<file path="src/rtl/pc_fetch_unit.sv">
// Fetch-stage program counter with downstream PC/valid tracking.
// Generates the IMEM fetch address under a valid/ready handshake, shifts each
// fetched PC through STAGES tracked pipeline slots, and honours redirect
// (highest priority, flushes every slot), stall (freeze) and bubble insertion.

// One tracked pipeline slot: PC plus valid bit.
module pc_fetch_stage #(
  parameter int PC_WIDTH = 32
) (
  input  logic                clk,
  input  logic                rst,
  input  logic                flush,
  input  logic                hold,
  input  logic [PC_WIDTH-1:0] load_pc,
  input  logic                load_valid,
  output logic [PC_WIDTH-1:0] pc,
  output logic                valid
);

  // Flush kills the slot but leaves its PC alone (PC is don't-care when invalid).
  always_ff @(posedge clk or posedge rst) begin
    if (rst) begin
      pc    <= '0;
      valid <= 1'b0;
    end else if (flush) begin
      valid <= 1'b0;
    end else if (!hold) begin
      pc    <= load_pc;
      valid <= load_valid;
    end
  end

endmodule

module pc_fetch_unit #(
  parameter int                     PC_WIDTH     = 32,
  parameter logic [PC_WIDTH-1:0]    RESET_PC_VAL = '0,
  parameter int                     PC_STEP      = 4,
  parameter int                     STAGES       = 2
) (
  input  logic                         clk,
  input  logic                         rst,
  input  logic                         redirect_valid,
  input  logic [PC_WIDTH-1:0]          redirect_pc,
  input  logic                         stall,
  input  logic                         fetch_ready,
  output logic                         fetch_valid,
  output logic [PC_WIDTH-1:0]          fetch_pc,
  output logic [STAGES*PC_WIDTH-1:0]   stage_pc,
  output logic [STAGES-1:0]            stage_valid,
  output logic                         misalign_err
);

  // Low-order bits that must be zero in an aligned PC; empty mask when PC_STEP=1,
  // which avoids a zero-width slice for that case.
  localparam logic [PC_WIDTH-1:0] STEP_MASK = PC_WIDTH'(PC_STEP - 1);
  localparam logic [PC_WIDTH-1:0] STEP_INC  = PC_WIDTH'(PC_STEP);

  logic                               fire;
  logic [PC_WIDTH-1:0]                redirect_aligned;
  logic                               redirect_misaligned;
  logic [STAGES-1:0][PC_WIDTH-1:0]    spc;
  logic [STAGES-1:0][PC_WIDTH-1:0]    spc_in;
  logic [STAGES-1:0]                  svld_in;

  assign fire                = fetch_valid & fetch_ready & ~stall;
  assign redirect_aligned    = redirect_pc & ~STEP_MASK;
  assign redirect_misaligned = |(redirect_pc & STEP_MASK);

  // Fetch PC, request valid and misalign pulse. Redirect wins over stall and fire.
  always_ff @(posedge clk or posedge rst) begin
    if (rst) begin
      fetch_pc     <= RESET_PC_VAL;
      fetch_valid  <= 1'b0;
      misalign_err <= 1'b0;
    end else begin
      fetch_valid  <= 1'b1;
      misalign_err <= redirect_valid & redirect_misaligned;
      if (redirect_valid)
        fetch_pc <= redirect_aligned;
      else if (fire)
        fetch_pc <= fetch_pc + STEP_INC;
    end
  end

  // Slot inputs: slot 0 takes the fetched PC on fire, else a bubble that keeps
  // its old PC; deeper slots take their predecessor unconditionally.
  always_comb begin
    spc_in  = '0;
    svld_in = '0;
    spc_in[0]  = fire ? fetch_pc : spc[0];
    svld_in[0] = fire;
    for (int i = 1; i < STAGES; i++) begin
      spc_in[i]  = spc[i-1];
      svld_in[i] = stage_valid[i-1];
    end
  end

  for (genvar g = 0; g < STAGES; g++) begin : g_stage
    pc_fetch_stage #(.PC_WIDTH(PC_WIDTH)) u_stage (
      .clk        (clk),
      .rst        (rst),
      .flush      (redirect_valid),
      .hold       (stall),
      .load_pc    (spc_in[g]),
      .load_valid (svld_in[g]),
      .pc         (spc[g]),
      .valid      (stage_valid[g])
    );
  end

  assign stage_pc = spc;

endmodule

</file>
<file path="config.mk">
export PLATFORM = sky130hd
export DESIGN_NAME = pc_fetch_unit
export DESIGN_NICKNAME = d
export VERILOG_FILES = /design/src/rtl/pc_fetch_unit.sv
export SDC_FILE = /design/constraint.sdc
export NUM_CORES = 1
export LEC_CHECK = 0
export BUFFER_PORTS_ARGS = -buffer_cell sky130_fd_sc_hd__buf_2
export CORE_ASPECT_RATIO = 1.1
export CORE_MARGIN = 4
export CORE_UTILIZATION = 35
export CTS_BUF_LIST = sky130_fd_sc_hd__clkbuf_4 sky130_fd_sc_hd__clkbuf_8
export CTS_CLUSTER_SIZE = 30
export DETAILED_ROUTE_END_ITERATION = 8
export GPL_TIMING_DRIVEN = 0
export SYNTH_ARGS = -nofsm -noshare
export SYNTH_HDL_FRONTEND = slang
export SYNTH_SLANG_ARGS = --single-unit
</file>
<file path="constraint.sdc">
create_clock -name clk -period 3.4 [get_ports clk]
set_input_delay 0.51 -clock clk [delete_from_list [all_inputs] [get_ports clk]]
set_output_delay 0.51 -clock clk [all_outputs]
set_load 0.01 [all_outputs]
</file>
==> results of run 1 <==
[cell type report]
| cell class | count | area (um^2) | share of cell area, % |
|---|---|---|---|
| Clock buffer | 10 | 131 | 2.44 |
| Sequential cell | 94 | 2350 | 43.8 |
| Timing Repair Buffer | 130 | 673 | 12.5 |
| Buffer | 28 | 163 | 3.03 |
| Inverter | 3 | 13.8 | 0.256 |
| Clock inverter | 6 | 86.3 | 1.61 |
| Tap cell | 154 | 193 | 3.59 |
| Multi-Input combinational cell | 235 | 1760 | 32.8 |
[cell families after synthesis]
kind of cell | share of synthesized area (%)
AOI/OAI and AO/OA | 6.80
other | 0.176
buffers and inverters | 4.07
muxes | 16.3
DFF | 55.1
adders and majority gates | 0.293
xor gates and xnor gates | 2.46
and+or+nand+nor | 14.8
[path summary, 6_finish.rpt]
path | slack (ns) | end
worst min-delay path | 0.14 | g_stage[1].u_stage.pc[9]
min in group clk | 0.35 | fetch_pc[4]
max in group asynchronous | 2.60 | g_stage[0].u_stage.pc[30]
worst min register to register | 0.51 | g_stage[1].u_stage.pc[29]
worst max register to register | 1.47 | fetch_pc[28]
worst max-delay path | 1.47 | fetch_pc[28]
[power groups by stage]
stage | clock network (mW) | registers (mW) | logic, mW
6_report | 0.815 | 1.53 | 0.764
5_1_grt | 0.894 | 1.57 | 0.841
4_1_cts | 0.848 | 1.54 | 0.781
3_5_place_dp | 0 | 1.56 | 0.780
3_3_place_gp | 0 | 1.55 | 0.765
2_1_floorplan | 0 | 1.66 | 0.313
[cell usage in the layout, fill, tap and decap left out, types with 3 or more instances in the layout]
cell and count:
nand3_1 10, a31oi_1 16, nand2_1 22, o31ai_1 10, buf_2 133, nand4_1 7
nand3b_1 3, or4_1 10, and3_1 4, xnor2_1 8, o21ai_0 17, mux2_2 60
buf_4 10, nor2_1 23, buf_1 4, dfrtp_1 94, and4_1 3, or3_1 5
clkbuf_1 8, nor3_1 3, xor2_1 4, clkbuf_8 9, conb_1 7
[worst max-delay path: cells and delay by family (launching register included)]
| family | cells | cell delay (ns) |
|---|---|---|
| buf+inv | 1 | 0.16 |
| simple gates | 3 | 0.84 |
| compound gates | 1 | 0.19 |
| flops | 1 | 0.46 |
| fa+ha+maj | 1 | 0.20 |
[registers in the layout (all words and copies together) (netlist names)]
signal,flops
fetch_pc,30
g_stage.u_stage.pc,60
fetch_valid,1
misalign_err,1
g_stage.u_stage.valid,2
[synthesized netlist by cell type (2+ instances only)]
library cell / count
and4b_1: 2
xor2_1: 4
or3_1: 5
and2_1: 2
and4_1: 3
dfrtp_1: 94
buf_6: 2
nand3_1: 10
o21ai_0: 17
nand4_4: 2
clkbuf_1: 8
buf_4: 10
nand4b_1: 2
buf_2: 4
mux2_2: 60
nand4_1: 7
inv_1: 3
nand2_1: 22
nand3b_1: 3
or4_1: 10
and3_1: 4
o31ai_1: 10
conb_1: 2
buf_1: 4
nor2_1: 23
xnor2_1: 8
a31oi_1: 16
nor3_1: 3
mux2i_1: 2
[stage by stage]
stage	hold WS (ns)	power [mW]	cells	area (um^2)	utilization [%]
floorplan	0.491	1.97	360	4290	-
global placement	0.485	2.31	643	5130	42.8
detailed placement	0.490	2.34	644	5160	43.0
CTS	0.117	3.17	660	5370	44.9
global route	0.133	3.31	660	5370	44.9
finish	0.139	3.11	660	5370	44.9
[routing by layer]
layer  global-route usage [%]  vias up
li1                         -     1576
met1                     19.5     1623
met2                     24.6       99
met3                     5.49       15
met4                     4.88        2
met5                        0        -
==> results by group, run 1 <==
Status
  • Status: finished, final reports clean

Timing
  • Slew Viols, Final: 0
  • Worst-Margin Slew: 0.751 ns
  • Fin crit share: 56.9%
  • Final min period: a little under 2 ns
  • Final WS setup: 1.47 ns
  • RSZ-0062 raised after global routing: false
  • Worst rel slew slack: about half
  • Final hold vios: 0
  • Skew final: 0.0110 ns
  • FMAX: 517 MHz
  • TNS Setup: 0 ns
  • Final setup violation count: 0

CTS
  • Total CTS buffers: 9
  • Hold-fix buffers at CTS: 0
  • CTS Buffer Depth: 2
  • Clock-pin transition on the worst setup and hold timing paths: 0.10 ns
  • CTS tree: built
  • Worst skew pair latency: between 0.3 and 0.4 ns
  • H-tree depth: 3
  • Post-CTS Setup Bufs: 0
  • Clk sinks: 94
  • Clock Root Buffer: clkbuf_8
  • Cts repair resizes: 0

Detailed routing
  • Pre-antenna DRT Iters: 4
  • Post-Route WL: 10.7 mm
  • DR vias: roughly 3300
  • Routed length per instance: 16.2 um
  • DR iter-0 viols: 80
  • WL met3: 805 um
  • Metal-1 WL: 4.59 mm
  • Routed vias/inst: 5.02
  • DRC: 0
  • Wire length on met2: roughly 5.1 mm
  • Highest routed layer: met5
  • Post-route ant nets: 0

Logic synthesis
  • Ys flop type: dfrtp_1
  • Async S/R FF share, synth: 100%
  • Largest area contributor in the netlist: dfrtp_1
  • Mean Syn Cell Area: between 10 and 15 um^2
  • Yosys warnings: 0
  • Post-Syn Area: 0.00427 mm^2
  • Synth area leaders: dfrtp_1 55%, mux2_2 16%, a31oi_1 2.3%
  • Synth top area share: 55.1%
  • Mapped Cells: 355
  • Post-synth EDFFs: 0
  • Register area share after synthesis: between 50% and 60%
  • FF+latch count, synth: 94
  • Post-synth cell types: between 40 and 50

Worst setup path
  • CP Launch Type: register
  • FF-to-FF Start: fetch_pc[2]
  • Crit path capture type: register
  • Crit path DAT: 2.22 ns
  • CP max-delay cell: or4_1
  • Critical-path maximum fanout: 6
  • Critical Path RT: 3.69 ns
  • CP peak stage delay: about 0.53 ns
  • Crit. Startpoint: fetch_pc[2]
  • WS Path Type: reg2reg
  • Crit-path cells: ha_1 -> and4b_1 -> buf_4 -> nand4_4 -> or4_1 -> a31oi_1
  • Path depth of the worst reg2reg path: 6

Die
  • Die Span Y: 124 um
  • Core area: 0.0120 mm^2
  • Row Count: 42
  • Die area: 0.0140 mm^2
  • IO Pins: 137
  • Initial core utilization: 35.6%
  • Die Wd: 113 um

Placement
  • Dpl ws: 1.29 ns
  • DPL Wire Length: 7.92 mm
  • GPL Wtd Cong: 0.765
  • IO buf count: 129

Power and ir drop
  • Switching portion of total power: 30.0%
  • Internal power: 2.18 mW
  • Sequential Power Share: 49.3%
  • Power per cell area: 579 mW/mm^2
  • Total leakage power: between 2 and 2.5 nW
  • Max IR drop VDD: 0.000240 V
  • NetSw: 934 uW
  • Combinational power share: 24.5%
  • Clk pwr share: 26.2%

Global route
  • First-pass GRT wire length: 16.7 mm
  • Total gr overflow: 0
  • Largest net degree at the start of global routing: 66
  • GRT Total Usage: 15.3%
  • Initial antenna violation count: 1
  • Vias in the first global route: 3212

Finish
  • Nets@finish: ~540
  • Antenna cell count: 0
  • Fillers: roughly 1200
  • Area delta synth->final: 25.9%
  • Ratio of cells with drive above 1 in the final layout: 45.7%

Min path
  • Min-Delay Path Class: in2async

Flow run
  • Max_cap viols: 0
(Power assumes the default switching activity.)
==> run 2: changes to the inputs <==
Settings changed: ABC_AREA from default to 1.
Clock period 3.4 ns to 1.8 ns, I/O delays scaled along.
==> run 2 against run 1 <==
  * Fmax increased by 19%
  * Clock skew decreased by 0.0034 ns
  * Sequential share of layout area decreased by 2.8 points
  * Sequential power rose by 81%
  * Critical endpoint unchanged
==> results by group, run 2 <==
Die
  • Die Wd: 118 um
  • Core area: 0.0128 mm^2
  • IO Pins: roughly 140
  • Initial core utilization: between 30% and 40%
  • Die Span Y: 129 um
  • Die area: 0.0151 mm^2
  • Row Count: 43

Finish
  • Area delta synth->final: 24.1%
  • Post-Layout Cell Count: 909
  • Most common cell after layout, fill and taps aside: nand2_1
  • Max reg flops: 60
  • Top reg by flops: g_stage.u_stage.pc
  • Biggest regs: g_stage.u_stage.pc: 60 flops, fetch_pc: 30 flops, g_stage.u_stage.valid: 2 flops
  • Ratio of cells with drive above 1 in the final layout: 25.7%
  • Commonest cells after routing, fill and taps aside: 169 x nand2_1, 139 x buf_2, 101 x nor2_1
  • Register area: 0.00235 mm^2
  • Antenna cell count: 0
  • Multi-input logic area: 0.00192 mm^2
  • Fillers: about 1300
  • Nets@finish: 785

Placement
  • DPL Wire Length: between 10 and 15 mm
  • GPL Wtd Cong: 0.904
  • Dpl ws: 0.197 ns
  • IO buf count: 129
  • Placed instance count: 892

Detailed routing
  • Pre-antenna DRT Iters: 5
  • DRC: 0
  • Post-Route WL: roughly 14 mm
  • DR iter-0 viols: 321
  • Routed vias/inst: 4.86
  • Routed length per instance: 15.9 um
  • Post-route ant nets: 0
  • DR vias: 4415

Timing
  • Fin crit share: 90.1%
  • Skew final: 0.00761 ns
  • Final min period: 1.62 ns
  • Slew Viols, Final: 0
  • Final WS setup: between 0.15 and 0.2 ns
  • TNS Setup: 0 ns
  • Worst rel slew slack: ~57%
  • Final setup violation count: 0
  • RSZ-0062 raised after global routing: false
  • Final hold vios: 0
  • Worst-Margin Slew: 0.647 ns
  • FMAX: between 600 and 700 MHz

CTS
  • Clock Root Buffer: clkbuf_8
  • Post-CTS Setup Bufs: 0
  • CTS Buffer Depth: 2
  • CTS tree: built
  • Total CTS buffers: 9
  • Worst skew pair latency: 0.37 ns
  • Clk sinks: 94
  • H-tree depth: 3
  • Clock-pin transition on the worst setup and hold timing paths: 0.09 ns

Power and ir drop
  • Power per cell area: 962 mW/mm^2
  • Total leakage power: 3.07 nW
  • Max IR drop VDD: ~0.00031 V

Global route
  • Vias in the first global route: 4301
  • Met3 Track Usage GR: 3.30%
  • Initial antenna violation count: 0
  • Met1 Usage GRT: 25.6%
  • Most Used Layer, Global Route: met2
  • First-pass GRT wire length: 23.0 mm
  • Total gr overflow: 0
  • Largest net degree at the start of global routing: 41
  • Met2 usage: a little under a third
  • GRT Total Usage: 19.3%

Logic synthesis
  • Post-Syn Area: 0.00463 mm^2
  • Ys flop type: dfrtp_1
  • Yosys warnings: 0
  • Async S/R FF share, synth: 100%
  • FF+latch count, synth: 94
  • Register area share after synthesis: 50.8%
  • Largest area contributor in the netlist: dfrtp_1
  • Post-synth EDFFs: 0
  • Mapped Cells: 599
  • Post-synth cell types: 28
  • Top-count cell post-synth: nand2_1
  • Synth top area share: around half
  • Mean Syn Cell Area: 7.72 um^2
  • Synth area leaders: dfrtp_1 51%, nand2_1 14%, nor2_1 8.2%
  • Synth top cells by count: 169 x nand2_1, 101 x nor2_1, 94 x dfrtp_1

Worst setup path
  • Critical-path maximum fanout: 6
  • Crit path capture type: register
  • Crit path DAT: 1.88 ns
  • CP bufs+invs: 1
  • Top cell family by delay on the critical path: simple AND/OR/NAND/NOR gates
  • WS Path Type: reg2reg
  • Crit-path cells: ha_1 -> nand2_2 -> nor2_4 -> nand3_1 -> inv_1 -> nand2_1 -> nand2_1 -> nand3_1
  • Critical Path RT: around 2.1 ns
  • CP peak stage delay: about 0.47 ns
  • CP max-delay cell: dfrtp_1
  • CP Launch Type: register

Min path
  • Min-Delay Path Class: in2reg

Flow run
  • Max_cap viols: 0

Status
  • Status: finished, final reports clean
run 2: changes by cell type in the layout (fill, tap and decap cells not counted), moves of 6 or more:
cell	before	now
nand3_1	10	51
a21oi_1	1	35
nand4_1	7	1
nor2_1	23	101
inv_1	2	47
o31ai_1	10	0
buf_2	133	139
or4_1	10	0
a31oi_1	16	1
mux2_2	60	0
o21ai_1	1	19
xnor2_1	8	0
nand2_1	22	169
run 2: worst min-delay path, cell delays in order:
cell	delay, ns
buf_2	0.07
nor2_1	0.03
nor2_1	0.07
run 2: per-layer routing:
| metal | routed length, um | vias to the layer above |
|---|---|---|
| li1 | - | 2160 |
| met1 | 6500 | 2068 |
| met2 | 6850 | 164 |
| met3 | 834 | 23 |
| met4 | 292 | 0 |
| met5 | 0 | - |
run 2: final cells by class:
class	count	share of cell area (%)
well taps	157	3.42
inverters	50	3.33
flip-flops and latches	94	41.0
multi-input cells	429	33.4
repair buffers	132	12.1
clock buffers	10	2.29
plain buffers	31	3.31
clock inverters	6	1.20
run 2: metrics by stage:
step	hold WS [ns]	power [mW]	util (%)	area, um^2
2_1_floorplan	0.395	3.46	-	4650
3_3_place_gp	0.449	4.09	42.9	5490
3_5_place_dp	0.291	4.13	43.2	5530
4_1_cts	0.0967	5.58	44.8	5740
5_1_grt	0.118	5.85	44.8	5740
6_report	0.113	5.52	44.8	5740
run 2: worst paths after layout:
check	from	end	slack, ns	depth (start not counted)
min	redirect_pc[0]	misalign_err	0.11	3
max in group asynchronous	rst	g_stage[0].u_stage.pc[4]	0.56	5
max	fetch_pc[3]	fetch_pc[28]	0.18	8
max reg2reg	fetch_pc[3]	fetch_pc[28]	0.18	8
min reg2reg	g_stage[1].u_stage.pc[16]	g_stage[1].u_stage.pc[16]	0.47	2
min in group asynchronous	rst	fetch_pc[25]	0.44	3
run 2: cell families (layout without fill, tap and decap cells):
kind of cell | count (synthesis) | in the layout | synth area share, %
buf+inv | 81 | 229 | 8.17
simple gates | 342 | 342 | 31.7
other cells | 2 | 7 | 0.162
flops | 94 | 94 | 50.8
fa+ha+maj | 1 | 1 | 0.270
compound gates | 77 | 77 | 8.46
xor+xnor | 2 | 2 | 0.379
run 2: repair_timing:
item / CTS / global route
hold buffers: 1 / 0
endpoints found under the hold margin: 16 / 0
gates resized for setup: 0 / 0
run 2: power by group:
group | leakage [nW] | switching (mW) | internal, mW
combinational | 1.82 | 0.791 | 0.514
clock | 0.101 | 0.781 | 0.668
sequential | 1.15 | 0.304 | 2.46
